## src/rtl/mmio_periph_pkg.sv

```systemverilog
// Shared constants for the memory-mapped I/O block: register offsets within
// the 32-byte window, TCTL bit positions and the unmapped-read pattern.
package mmio_periph_pkg;

    localparam int OFS_W = 5;

    localparam logic [OFS_W-1:0] OFS_TCNT   = 5'h00;
    localparam logic [OFS_W-1:0] OFS_TLIM   = 5'h02;
    localparam logic [OFS_W-1:0] OFS_TCTL   = 5'h04;
    localparam logic [OFS_W-1:0] OFS_KDATA  = 5'h10;
    localparam logic [OFS_W-1:0] OFS_SDATA  = 5'h12;
    localparam logic [OFS_W-1:0] OFS_KPRESS = 5'h14;
    localparam logic [OFS_W-1:0] OFS_HEX    = 5'h18;
    localparam logic [OFS_W-1:0] OFS_LEDR   = 5'h1A;
    localparam logic [OFS_W-1:0] OFS_LEDG   = 5'h1C;

    localparam int TCTL_RUN   = 0;
    localparam int TCTL_READY = 1;
    localparam int TCTL_OVR   = 2;

    localparam logic [15:0] UNMAPPED_RD = 16'hDEAD;

    // Registers are halfword-aligned; byte-address bit 0 never selects anything.
    function automatic logic [OFS_W-1:0] word_ofs(input logic [OFS_W-1:0] a);
        return {a[OFS_W-1:1], 1'b0};
    endfunction

endpackage

```

## src/rtl/mmio_periph_key_debounce.sv

```systemverilog
// key_debounce: one key bit through a 2-flop synchroniser, then accepted only
// after DEB_CYCLES consecutive cycles differing from the current debounced value.
module key_debounce
    import mmio_periph_pkg::*;
#(
    parameter int   DEB_CYCLES = 50000,
    parameter logic RST_VAL    = 1'b1
) (
    input  logic clk_i,
    input  logic rst_i,
    input  logic d_i,
    output logic q_o,
    output logic fall_o
);

    localparam int CW = (DEB_CYCLES > 1) ? $clog2(DEB_CYCLES) : 1;

    logic          s1_q, s2_q;
    logic          deb_q, deb_d;
    logic [CW-1:0] cnt_q, cnt_d;
    logic          differ, accept;

    always_comb begin
        differ = (s2_q != deb_q);
        accept = differ && (cnt_q == CW'(DEB_CYCLES - 1));
        cnt_d  = '0;
        if (differ && !accept)
            cnt_d = cnt_q + CW'(1);
        deb_d  = accept ? s2_q : deb_q;
    end

    always_ff @(posedge clk_i) begin
        if (rst_i) begin
            s1_q  <= RST_VAL;
            s2_q  <= RST_VAL;
            deb_q <= RST_VAL;
            cnt_q <= '0;
        end else begin
            s1_q  <= d_i;
            s2_q  <= s1_q;
            deb_q <= deb_d;
            cnt_q <= cnt_d;
        end
    end

    assign q_o = deb_q;
    // Keys are active-low, so a press is the debounced value falling 1->0;
    // flagged in the same cycle the new value is committed.
    assign fall_o = accept && deb_q;

endmodule

```

## src/rtl/mmio_periph.sv

```systemverilog
// mmio_periph: 32-byte I/O window with hex/LED outputs, synchronised switches,
// debounced keys with sticky press capture, and an interval timer built only when MMIO_TIMER_EN is defined.
module mmio_periph
    import mmio_periph_pkg::*;
#(
    parameter int               DBITS      = 16,
    parameter logic [DBITS-1:0] IO_BASE    = 16'hFFE0,
    parameter int               NKEYS      = 4,
    parameter int               NSW        = 10,
    parameter int               NHEX       = 4,
    parameter int               NLEDR      = 10,
    parameter int               NLEDG      = 8,
    parameter int               DEB_CYCLES = 50000,
    parameter int               TICK_DIV   = 50000
) (
    input  logic               CLK,
    input  logic               RST,
    input  logic [DBITS-1:0]   ADDR,
    input  logic               WE,
    input  logic [DBITS-1:0]   DIN,
    output logic [DBITS-1:0]   DOUT,
    output logic               IO_HIT,
    input  logic [NKEYS-1:0]   KEYS_IN,
    input  logic [NSW-1:0]     SW_IN,
    output logic [4*NHEX-1:0]  HEX_OUT,
    output logic [NLEDR-1:0]   LEDR_OUT,
    output logic [NLEDG-1:0]   LEDG_OUT
);

    logic [OFS_W-1:0]  ofs;
    logic              wr;
    logic [DBITS-1:0]  rdata;

    logic [4*NHEX-1:0] hex_q, hex_d;
    logic [NLEDR-1:0]  ledr_q, ledr_d;
    logic [NLEDG-1:0]  ledg_q, ledg_d;
    logic [NKEYS-1:0]  kpress_q, kpress_d;
    logic [NSW-1:0]    sw_s1_q, sw_s2_q;
    logic [NKEYS-1:0]  kdeb, kfall;

    logic unused_ok;
    assign unused_ok = ^{DIN, ADDR[0]};

    assign IO_HIT = (ADDR[DBITS-1:OFS_W] == IO_BASE[DBITS-1:OFS_W]);
    assign ofs    = word_ofs(ADDR[OFS_W-1:0]);
    assign wr     = WE && IO_HIT;

    for (genvar g = 0; g < NKEYS; g++) begin : g_key
        key_debounce #(
            .DEB_CYCLES (DEB_CYCLES),
            .RST_VAL    (1'b1)
        ) u_deb (
            .clk_i  (CLK),
            .rst_i  (RST),
            .d_i    (KEYS_IN[g]),
            .q_o    (kdeb[g]),
            .fall_o (kfall[g])
        );
    end

    always_comb begin
        hex_d    = hex_q;
        ledr_d   = ledr_q;
        ledg_d   = ledg_q;
        kpress_d = kpress_q;
        if (wr) begin
            case (ofs)
                OFS_HEX:    hex_d    = DIN[4*NHEX-1:0];
                OFS_LEDR:   ledr_d   = DIN[NLEDR-1:0];
                OFS_LEDG:   ledg_d   = DIN[NLEDG-1:0];
                OFS_KPRESS: kpress_d = kpress_q & ~DIN[NKEYS-1:0];
                default: ;
            endcase
        end
        // A press landing in the same cycle as its W1C clear is kept.
        kpress_d = kpress_d | kfall;
    end

    always_ff @(posedge CLK) begin
        if (RST) begin
            hex_q    <= '0;
            ledr_q   <= '0;
            ledg_q   <= '0;
            kpress_q <= '0;
            sw_s1_q  <= '0;
            sw_s2_q  <= '0;
        end else begin
            hex_q    <= hex_d;
            ledr_q   <= ledr_d;
            ledg_q   <= ledg_d;
            kpress_q <= kpress_d;
            sw_s1_q  <= SW_IN;
            sw_s2_q  <= sw_s1_q;
        end
    end

`ifdef MMIO_TIMER_EN
    localparam int PW = (TICK_DIV > 1) ? $clog2(TICK_DIV) : 1;

    logic [DBITS-1:0] tcnt_q, tcnt_d, tlim_q, tlim_d;
    logic [PW-1:0]    psc_q, psc_d;
    logic             run_q, run_d, rdy_q, rdy_d, ovr_q, ovr_d;
    logic             tcnt_wr, tctl_wr, psc_wrap, tick, match, set_rdy;

    always_comb begin
        tcnt_wr  = wr && (ofs == OFS_TCNT);
        tctl_wr  = wr && (ofs == OFS_TCTL);
        psc_wrap = (psc_q == PW'(TICK_DIV - 1));
        // A TCNT load swallows any tick that would have landed on the same edge.
        tick     = run_q && psc_wrap && !tcnt_wr;
        match    = (tlim_q != '0) && (tcnt_q == tlim_q);
        set_rdy  = tick && match;

        psc_d = psc_q;
        if (tcnt_wr)
            psc_d = '0;
        else if (run_q)
            psc_d = psc_wrap ? '0 : psc_q + PW'(1);

        tcnt_d = tcnt_q;
        if (tcnt_wr)
            tcnt_d = DIN;
        else if (tick)
            tcnt_d = match ? '0 : tcnt_q + DBITS'(1);

        tlim_d = (wr && (ofs == OFS_TLIM)) ? DIN : tlim_q;
        run_d  = tctl_wr ? DIN[TCTL_RUN] : run_q;
        rdy_d  = set_rdy | (rdy_q & ~(tctl_wr & DIN[TCTL_READY]));
        ovr_d  = (set_rdy & rdy_q) | (ovr_q & ~(tctl_wr & DIN[TCTL_OVR]));
    end

    always_ff @(posedge CLK) begin
        if (RST) begin
            tcnt_q <= '0;
            tlim_q <= '0;
            psc_q  <= '0;
            run_q  <= 1'b0;
            rdy_q  <= 1'b0;
            ovr_q  <= 1'b0;
        end else begin
            tcnt_q <= tcnt_d;
            tlim_q <= tlim_d;
            psc_q  <= psc_d;
            run_q  <= run_d;
            rdy_q  <= rdy_d;
            ovr_q  <= ovr_d;
        end
    end
`endif

    always_comb begin
        rdata = DBITS'(UNMAPPED_RD);
        case (ofs)
`ifdef MMIO_TIMER_EN
            OFS_TCNT: rdata = tcnt_q;
            OFS_TLIM: rdata = tlim_q;
            OFS_TCTL: begin
                rdata = '0;
                rdata[TCTL_OVR:TCTL_RUN] = {ovr_q, rdy_q, run_q};
            end
`endif
            OFS_KDATA: begin
                rdata = '0;
                rdata[NKEYS-1:0] = kdeb;
            end
            OFS_SDATA: begin
                rdata = '0;
                rdata[NSW-1:0] = sw_s2_q;
            end
            OFS_KPRESS: begin
                rdata = '0;
                rdata[NKEYS-1:0] = kpress_q;
            end
            OFS_HEX: begin
                rdata = '0;
                rdata[4*NHEX-1:0] = hex_q;
            end
            OFS_LEDR: begin
                rdata = '0;
                rdata[NLEDR-1:0] = ledr_q;
            end
            OFS_LEDG: begin
                rdata = '0;
                rdata[NLEDG-1:0] = ledg_q;
            end
            default: ;
        endcase
    end

    assign DOUT     = IO_HIT ? rdata : '0;
    assign HEX_OUT  = hex_q;
    assign LEDR_OUT = ledr_q;
    assign LEDG_OUT = ledg_q;

endmodule
```

## config.mk

```make
export PLATFORM = sky130hd
export DESIGN_NAME = mmio_periph
export DESIGN_NICKNAME = d
export VERILOG_FILES = /design/src/rtl/mmio_periph_pkg.sv /design/src/rtl/mmio_periph_key_debounce.sv /design/src/rtl/mmio_periph.sv
export SDC_FILE = /design/constraint.sdc
export NUM_CORES = 1
export LEC_CHECK = 0
export BUFFER_PORTS_ARGS = -buffer_cell sky130_fd_sc_hd__buf_4
export CAP_MARGIN = 25
export CORE_MARGIN = 2
export CORE_UTILIZATION = 55
export CTS_CLUSTER_DIAMETER = 60
export DETAILED_ROUTE_END_ITERATION = 10
export PLACE_DENSITY = 0.89
export SKIP_LAST_GASP = 1
export SLEW_MARGIN = 20
export SYNTH_ARGS = -nofsm -noshare
export SYNTH_HDL_FRONTEND = slang
export SYNTH_SLANG_ARGS = --single-unit
```

## constraint.sdc

```tcl
create_clock -name CLK -period 4.75 [get_ports CLK]
set_clock_uncertainty 0.05 [all_clocks]
set_input_delay 0.2375 -clock CLK [delete_from_list [all_inputs] [get_ports CLK]]
set_output_delay 0.2375 -clock CLK [all_outputs]
set_load 0.02 [all_outputs]
```

==> summary.txt, run 1 <==
Route
  – Drt initial violations: 433
  – DRC violations left: 0
  – WL final: ~15000 µm
  – Vias/cell: 5.67
  – Post-route ant nets: 0
  – DR WL/cell: 16.7 µm
  – Drt first pass iters: 5
  – Via count: roughly 5100

Power
  – Pwr Total: about 0.0026 W
  – Lkg Pwr: 2.78 nW
  – IR Drop Worst-Case VDD: 0.173 mV
  – Pwr Density: 354 nW/µm²

STA
  – Final hold vios: 0
  – FMAX: 411 MHz
  – Final Setup Violations: 0
  – Worst slew pin tran: 0.969 ns
  – Final WS setup: 2.32 ns
  – Slew margin rel.: 35.2%
  – Max Slew Vio Count: 0
  – Total negative slack: 0 ns
  – Period minus WS final: approximately 2.4 ns
  – RSZ-0062 raised after global routing: no
  – Post-route clock period utilization: 51.2%

Setup path
  – Setup crit end kind: output port
  – WP data required: 4.46 ns
  – WS Path Type: input pin to output port
  – Worst EP arrival: approximately 2.1 ns
  – Buffers & Inverters on Critical Path: 2
  – Startpoint types: input pin
  – Critical path cell sequence: buf_4, nor2b_1, nor2b_1, a22oi_1, a31oi_1, buf_4
  – Max Fanout on Critical Path: 12
  – Largest stage delay, worst path: 0.64 ns
  – CP top delay family: simple AND/OR/NAND/NOR gates
  – Worst-path cell with the longest stage delay: nor2b_1

Die
  – FP Rows: 37
  – I/O pin cnt: 100
  – Die area: 11300 µm²
  – Die width: approximately 110 µm
  – Initial Util: 56.3%
  – Die Ht: ~110 µm
  – CORE AREA: 10200 µm²

Finish
  – Final Cell Area: 7430 µm²
  – Diodes inserted: 0
  – Fin nets: 811
  – Fillers: 670
  – Post-route insts no fill: around 900
  – Area growth syn-to-layout: 28.9%
  – Ratio of cells with drive above 1 in the final layout: 20.1%

Logic synthesis
  – Post-synth EDFFs: 0
  – Seq cells post-synth: 134
  – Cells after Synth: between 600 and 700
  – Ys flop type: dfxtp_1
  – Async SR Flop Fraction: 0%
  – Netlist Area Pre-Place: 5760 µm²
  – Yosys cell types: 47
  – Seq/Total Area, Yosys: 46.5%
  – Post-Syn Area per Cell: between 8 and 9 µm²
  – Syn_nets: slightly below 700
  – Synth warn: 0

CTS
  – Clock latency on the worst-skew pair: between 0.5 and 0.6 ns
  – CTS H-tree lvls: 4
  – Worst-path clk slew: 0.06 ns
  – CTS tree: built
  – Worst-case clock buffer depth: 2
  – CTS sink count: roughly 130
  – Num CTS Buffers: 17
  – Clock Root Buffer: clkbuf_8

Placed design
  – Placed Cells: approximately 850
  – Post-Place Cell Area: 6530 µm²
  – Pre-CTS setup slack: 2.48 ns
  – Port bufs: 98
  – Routability cong.: 0.832
  – Hpwl dp: just over 9000 µm

Global routing
  – Largest net degree at the start of global routing: 56
  – GRT overflow: 0
  – Vias in the first global route: 5009
  – Initial antenna violation count: 0
  – Total track usage: 26.8%
  – First-pass GRT wire length: 24000 µm

Hold path
  – Tightest Hold Check Type: input pin to flop

Run status
  – Status: finished, final reports clean

Job
  – Maxcap violations: 0
-- layer usage --
layer | part of all wire, % | GRT usage [%]
met1 | 40 | 30.6
met2 | 50 | 47.3
met3 | 6.6 | 5.33
met4 | 2.7 | 13.4
met5 | 0 | 0
-- flip-flops by register name, summed over array words and instances (netlist names) --
signal / count
g_key.u_deb.s1_q: 4
LEDG_OUT: 8
g_key.u_deb.cnt_q: 64
sw_s2_q: 10
kpress_q: 4
HEX_OUT: 16
sw_s1_q: 10
LEDR_OUT: 10
g_key.u_deb.s2_q: 4
g_key.u_deb.q_o: 4
-- worst paths after layout --
check                                from                  endpoint  slack, ns  depth (start not counted)
setup / recovery                  ADDR[2]                   DOUT[0]       2.32                          6
hold / removal                     DIN[3]               LEDG_OUT[3]       0.01                          3
setup reg to reg  g_key[2].u_deb.cnt_q[0]  g_key[2].u_deb.cnt_q[14]       2.56                          5
hold reg to reg       g_key[1].u_deb.s1_q       g_key[1].u_deb.s2_q       0.36                          1
-- cell usage after synthesis, drive strengths merged, types with 2 or more instances --
cell    number  area (µm²)
a31oi        5        31.3
nor3        16        80.1
inv         17        63.8
a21oi       18        90.1
and2         4        25.0
clkbuf      20        75.1
o21ai        4        20.0
or2          9        56.3
buf         11        82.6
ha           4        50.1
or3          3        18.8
dfxtp      134        2680
nand3       27         135
mux2i       34         340
nor2        91         342
nand4b       2        17.5
o211ai       3        22.5
xor2         7        61.3
or4bb        2        22.5
nor2b       25         156
or4          4        37.5
xnor2       51         447
nand2       73         277
and3         2        12.5
a211oi       3        22.5
o31ai        2        28.8
nor4        21         161
a31o         7        61.3
nand4       18         113
and4         4        35.0
a22oi       13        97.6
-- placed cells by master (no fill, tap or decap), drive strengths merged, types with 5 or more instances in the layout --
cell type    instances
buf                100
nor2b               25
xnor2               51
a22oi               13
nor3                16
a21oi               18
inv                 20
nor4                21
dlygate4sd3         27
or2                  9
nand4               18
dfxtp              134
a31oi                5
mux2i               34
nand3               27
nor2                91
clkbuf              18
xor2                 7
nand2               73
a31o                 7
-- report_power, final --
group	switching, W	leakage, nW	internal (W)
Clock	0.000504	0.298	0.000872
Sequential	0.00000551	1.09	0.00114
Combinational	0.0000525	1.39	0.0000560
Total	0.000562	2.78	0.00206
-- cell type report --
| cell class | instances | area [µm²] | area share [%] |
|---|---|---|---|
| Tap cell | 136 | 170 | 2.29 |
| Clock buffer | 18 | 428 | 5.76 |
| Sequential cell | 134 | 2680 | 36.1 |
| Timing Repair Buffer | 127 | 1020 | 13.7 |
| Inverter | 17 | 63.8 | 0.859 |
| Multi-Input combinational cell | 461 | 2860 | 38.6 |
| Clock inverter | 13 | 196 | 2.65 |
-- metrics by stage --
step | hold slack, ns | util, %
after global routing | 0.00597 | 72.6
after global placement | 0.343 | 63.8
final | 0.0145 | 72.6
after detailed placement | 0.342 | 63.8
after CTS | 0.00122 | 72.6
after floorplan | 0.291 | -
-- kinds of logic after synthesis --
kind of cell    after synthesis  synth area share (%)
fa+ha+maj                     4                 0.868
mux                          34                  5.91
flops                       134                  46.5
buf+inv                      48                  3.84
xor+xnor                     58                  8.81
compound gates               62                  7.90
simple gates                303                  26.1
-- worst reg2reg max path, cell delays in order, from the launching register on --
cell,delay [ns]
dfxtp_1,0.39
ha_1,0.22
nand3_1,0.30
nor4_4,0.45
or3_1,0.51
nor2_1,0.13
-- repair_timing --
item	in CTS	in global routing
hold endpoints to repair	32	0
gates resized for setup	0	0
hold buffers	27	0
setup buffers	0	0
(Power assumes the default switching activity.)
==> run 2: changes to the inputs <==
==> constraint.sdc (replaced) <==
create_clock -name CLK -period 2.5 [get_ports CLK]
set_clock_uncertainty 0.05 [all_clocks]
set_input_delay 0.125 -clock CLK [delete_from_list [all_inputs] [get_ports CLK]]
set_output_delay 0.125 -clock CLK [all_outputs]
set_load 0.02 [all_outputs]
==> run 2 against run 1 <==
Net effect:
- hold slack gained 0.10 ns
- largest cell class unchanged
- total power grew 93%
- clock power grew 93%
- largest power group unchanged
==> summary.txt, run 2 (same netlist as run 1, synthesis figures left out) <==
Die
  – I/O pin cnt: 100
  – Die width: 106 µm
  – Initial Util: 56.3%
  – FP Rows: 37
  – Die Ht: 106 µm
  – Die area: ~11000 µm²
  – CORE AREA: ~10000 µm²

CTS
  – CTS tree: built
  – Clock latency on the worst-skew pair: 0.54 ns
  – Worst-path clk slew: 0.06 ns
  – Post-CTS resize count: 0
  – Num CTS Buffers: 17
  – Clock Root Buffer: clkbuf_8
  – CTS H-tree lvls: 4
  – Setup bufs post-CTS: 0
  – Worst-case clock buffer depth: 2
  – CTS sink count: ~130

Setup path
  – Worst flop-to-flop path startpoint: g_key[0].u_deb.cnt_q[0]
  – Crit path depth: 5
  – Critical R2R Capture: g_key[0].u_deb.cnt_q[3]
  – Worst Reg-to-Reg Cells: 5
  – Buffers & Inverters on Critical Path: 0
  – Critical path cell sequence: ha_1, nand3_1, or2_2, o31ai_4, nor2_1
  – Worst EP arrival: 2.54 ns
  – Startpoint types: flop
  – WP data required: 2.83 ns
  – Max Fanout on Critical Path: 15
  – Worst-path cell with the longest stage delay: o31ai_4
  – Flop-to-flop setup slack: 0.29 ns
  – CP top delay family: simple AND/OR/NAND/NOR gates
  – WS Path Type: flop to flop
  – Setup crit end kind: flop
  – Largest stage delay, worst path: 0.52 ns

Finish
  – Post-route insts no fill: between 900 and 1000
  – Largest Register: g_key.u_deb.cnt_q
  – Max reg flops: 64
  – Most common cell after layout, fill and taps aside: dfxtp_1
  – Diodes inserted: 0
  – Most frequent cells in the layout: dfxtp_1, buf_4, nor2_1, nand2_1, xnor2_1
  – Area growth syn-to-layout: 32.9%
  – Post-layout util: 74.9%
  – Ratio of cells with drive above 1 in the final layout: between 20 and 25%
  – Fin nets: 835

STA
  – FMAX: 452 MHz
  – RSZ-0062 raised after global routing: no
  – Post-route clock period utilization: 88.6%
  – Slew margin rel.: 55.4%
  – Max Slew Vio Count: 0
  – Final hold vios: 0
  – Final Setup Violations: 0
  – Total negative slack: 0 ns
  – Worst slew pin tran: 0.668 ns
  – Period minus WS final: approximately 2.2 ns
  – Final WS setup: roughly 0.29 ns

Hold path
  – Hold path start: ADDR[3]
  – Tightest Hold Check Type: input pin to flop
  – Hold EP: kpress_q[2]
  – Worst Hold Depth: 5

Global routing
  – Vias in the first global route: 5360
  – GRT overflow: 0
  – Total track usage: 28.5%
  – Initial antenna violation count: 0
  – Largest net degree at the start of global routing: 41
  – First-pass GRT wire length: ~25000 µm

Placed design
  – Hpwl dp: 9560 µm
  – Pre-CTS setup slack: 0.414 ns
  – Placed Cells: 857
  – Port bufs: a little under 100
  – Routability cong.: 0.834

Power
  – Gate power share: 4.7%
  – Switching Share: 21.4%
  – Pwr Density: 662 nW/µm²
  – Flop pwr share: 42.8%
  – Internal: about 0.0040 W
  – Lkg Pwr: 2.90 nW
  – Clock Power Share: 52.5%
  – IR Drop Worst-Case VDD: 0.436 mV
  – Pwr Total: 0.00507 W
  – Psw: 0.00109 W

Route
  – WL final: 16100 µm
  – Via count: 5435
  – Post-route ant nets: 0
  – DRC violations left: 0
  – DR WL/cell: 17.3 µm
  – Vias/cell: 5.84
  – Drt initial violations: 483
  – Drt first pass iters: 6

Job
  – Maxcap violations: 0

Run status
  – Status: finished, final reports clean
run 2: cell types whose count changed in the layout (fill, tap and decap cells not counted):
cell,previous run,this run
buf_12,0,1
buf_4,100,108
clkbuf_8,2,4
clkinv_2,0,1
clkinv_4,4,1
clkinvlp_4,2,4
dlygate4sd3_1,27,42
inv_6,3,1
run 2: what timing repair did:
item,CTS,global route
setup endpoints to repair,0,0
hold buffers,42,0
endpoints found under the hold margin,59,0
run 2: cell type report:
class / count / area (µm²)
Fill cell: 659 / 2570
Clock buffer: 20 / 455
Sequential cell: 134 / 2680
Multi-Input combinational cell: 461 / 2860
Timing Repair Buffer: 151 / 1250
Clock inverter: 11 / 173
Tap cell: 136 / 170
Inverter: 17 / 63.8
run 2: routing by layer:
layer  vias to the layer above  share of wire [%]  track usage [%]
met4                         0                3.2             13.3
met3                        64                7.3             6.74
met5                         -                  0                0
li1                       2490                  -                -
met1                      2586                 38             31.8
met2                       295                 52             50.9
run 2: power groups by stage:
stage          combinational, W  sequential, W  clock (W)
6_report               0.000237        0.00217    0.00266
5_1_grt                0.000254        0.00217    0.00276
4_1_cts                0.000229        0.00217    0.00267
3_5_place_dp           0.000173        0.00222          0
3_3_place_gp           0.000168        0.00221          0
2_1_floorplan         0.0000917        0.00221          0
run 2: worst max path at each step:
stage | start | to | slack [ns]
3_3_place_gp | g_key[3].u_deb.cnt_q[11] | g_key[3].u_deb.cnt_q[15] | 0.51
4_1_cts | g_key[0].u_deb.cnt_q[0] | g_key[0].u_deb.cnt_q[3] | 0.34
5_1_grt | g_key[0].u_deb.cnt_q[0] | g_key[0].u_deb.cnt_q[3] | 0.18
2_1_floorplan | ADDR[3] | DOUT[4] | 0.70
3_5_place_dp | g_key[2].u_deb.cnt_q[0] | g_key[2].u_deb.cnt_q[13] | 0.41
6_report | g_key[0].u_deb.cnt_q[0] | g_key[0].u_deb.cnt_q[3] | 0.29
run 2: worst reg2reg max path, delay by kind of cell, from the launching register on:
family,cells,cell delay (ns)
simple gates,3,0.86
fa+ha+maj,1,0.23
flops,1,0.40
compound gates,1,0.52
run 2: per-stage QoR:
stage	hold WS (ns)	cell area, µm²
after floorplan	0.179	5760
after global placement	0.259	6610
after global routing	0.161	7660
after detailed placement	0.262	6610
after CTS	0.0965	7660
final	0.117	7660
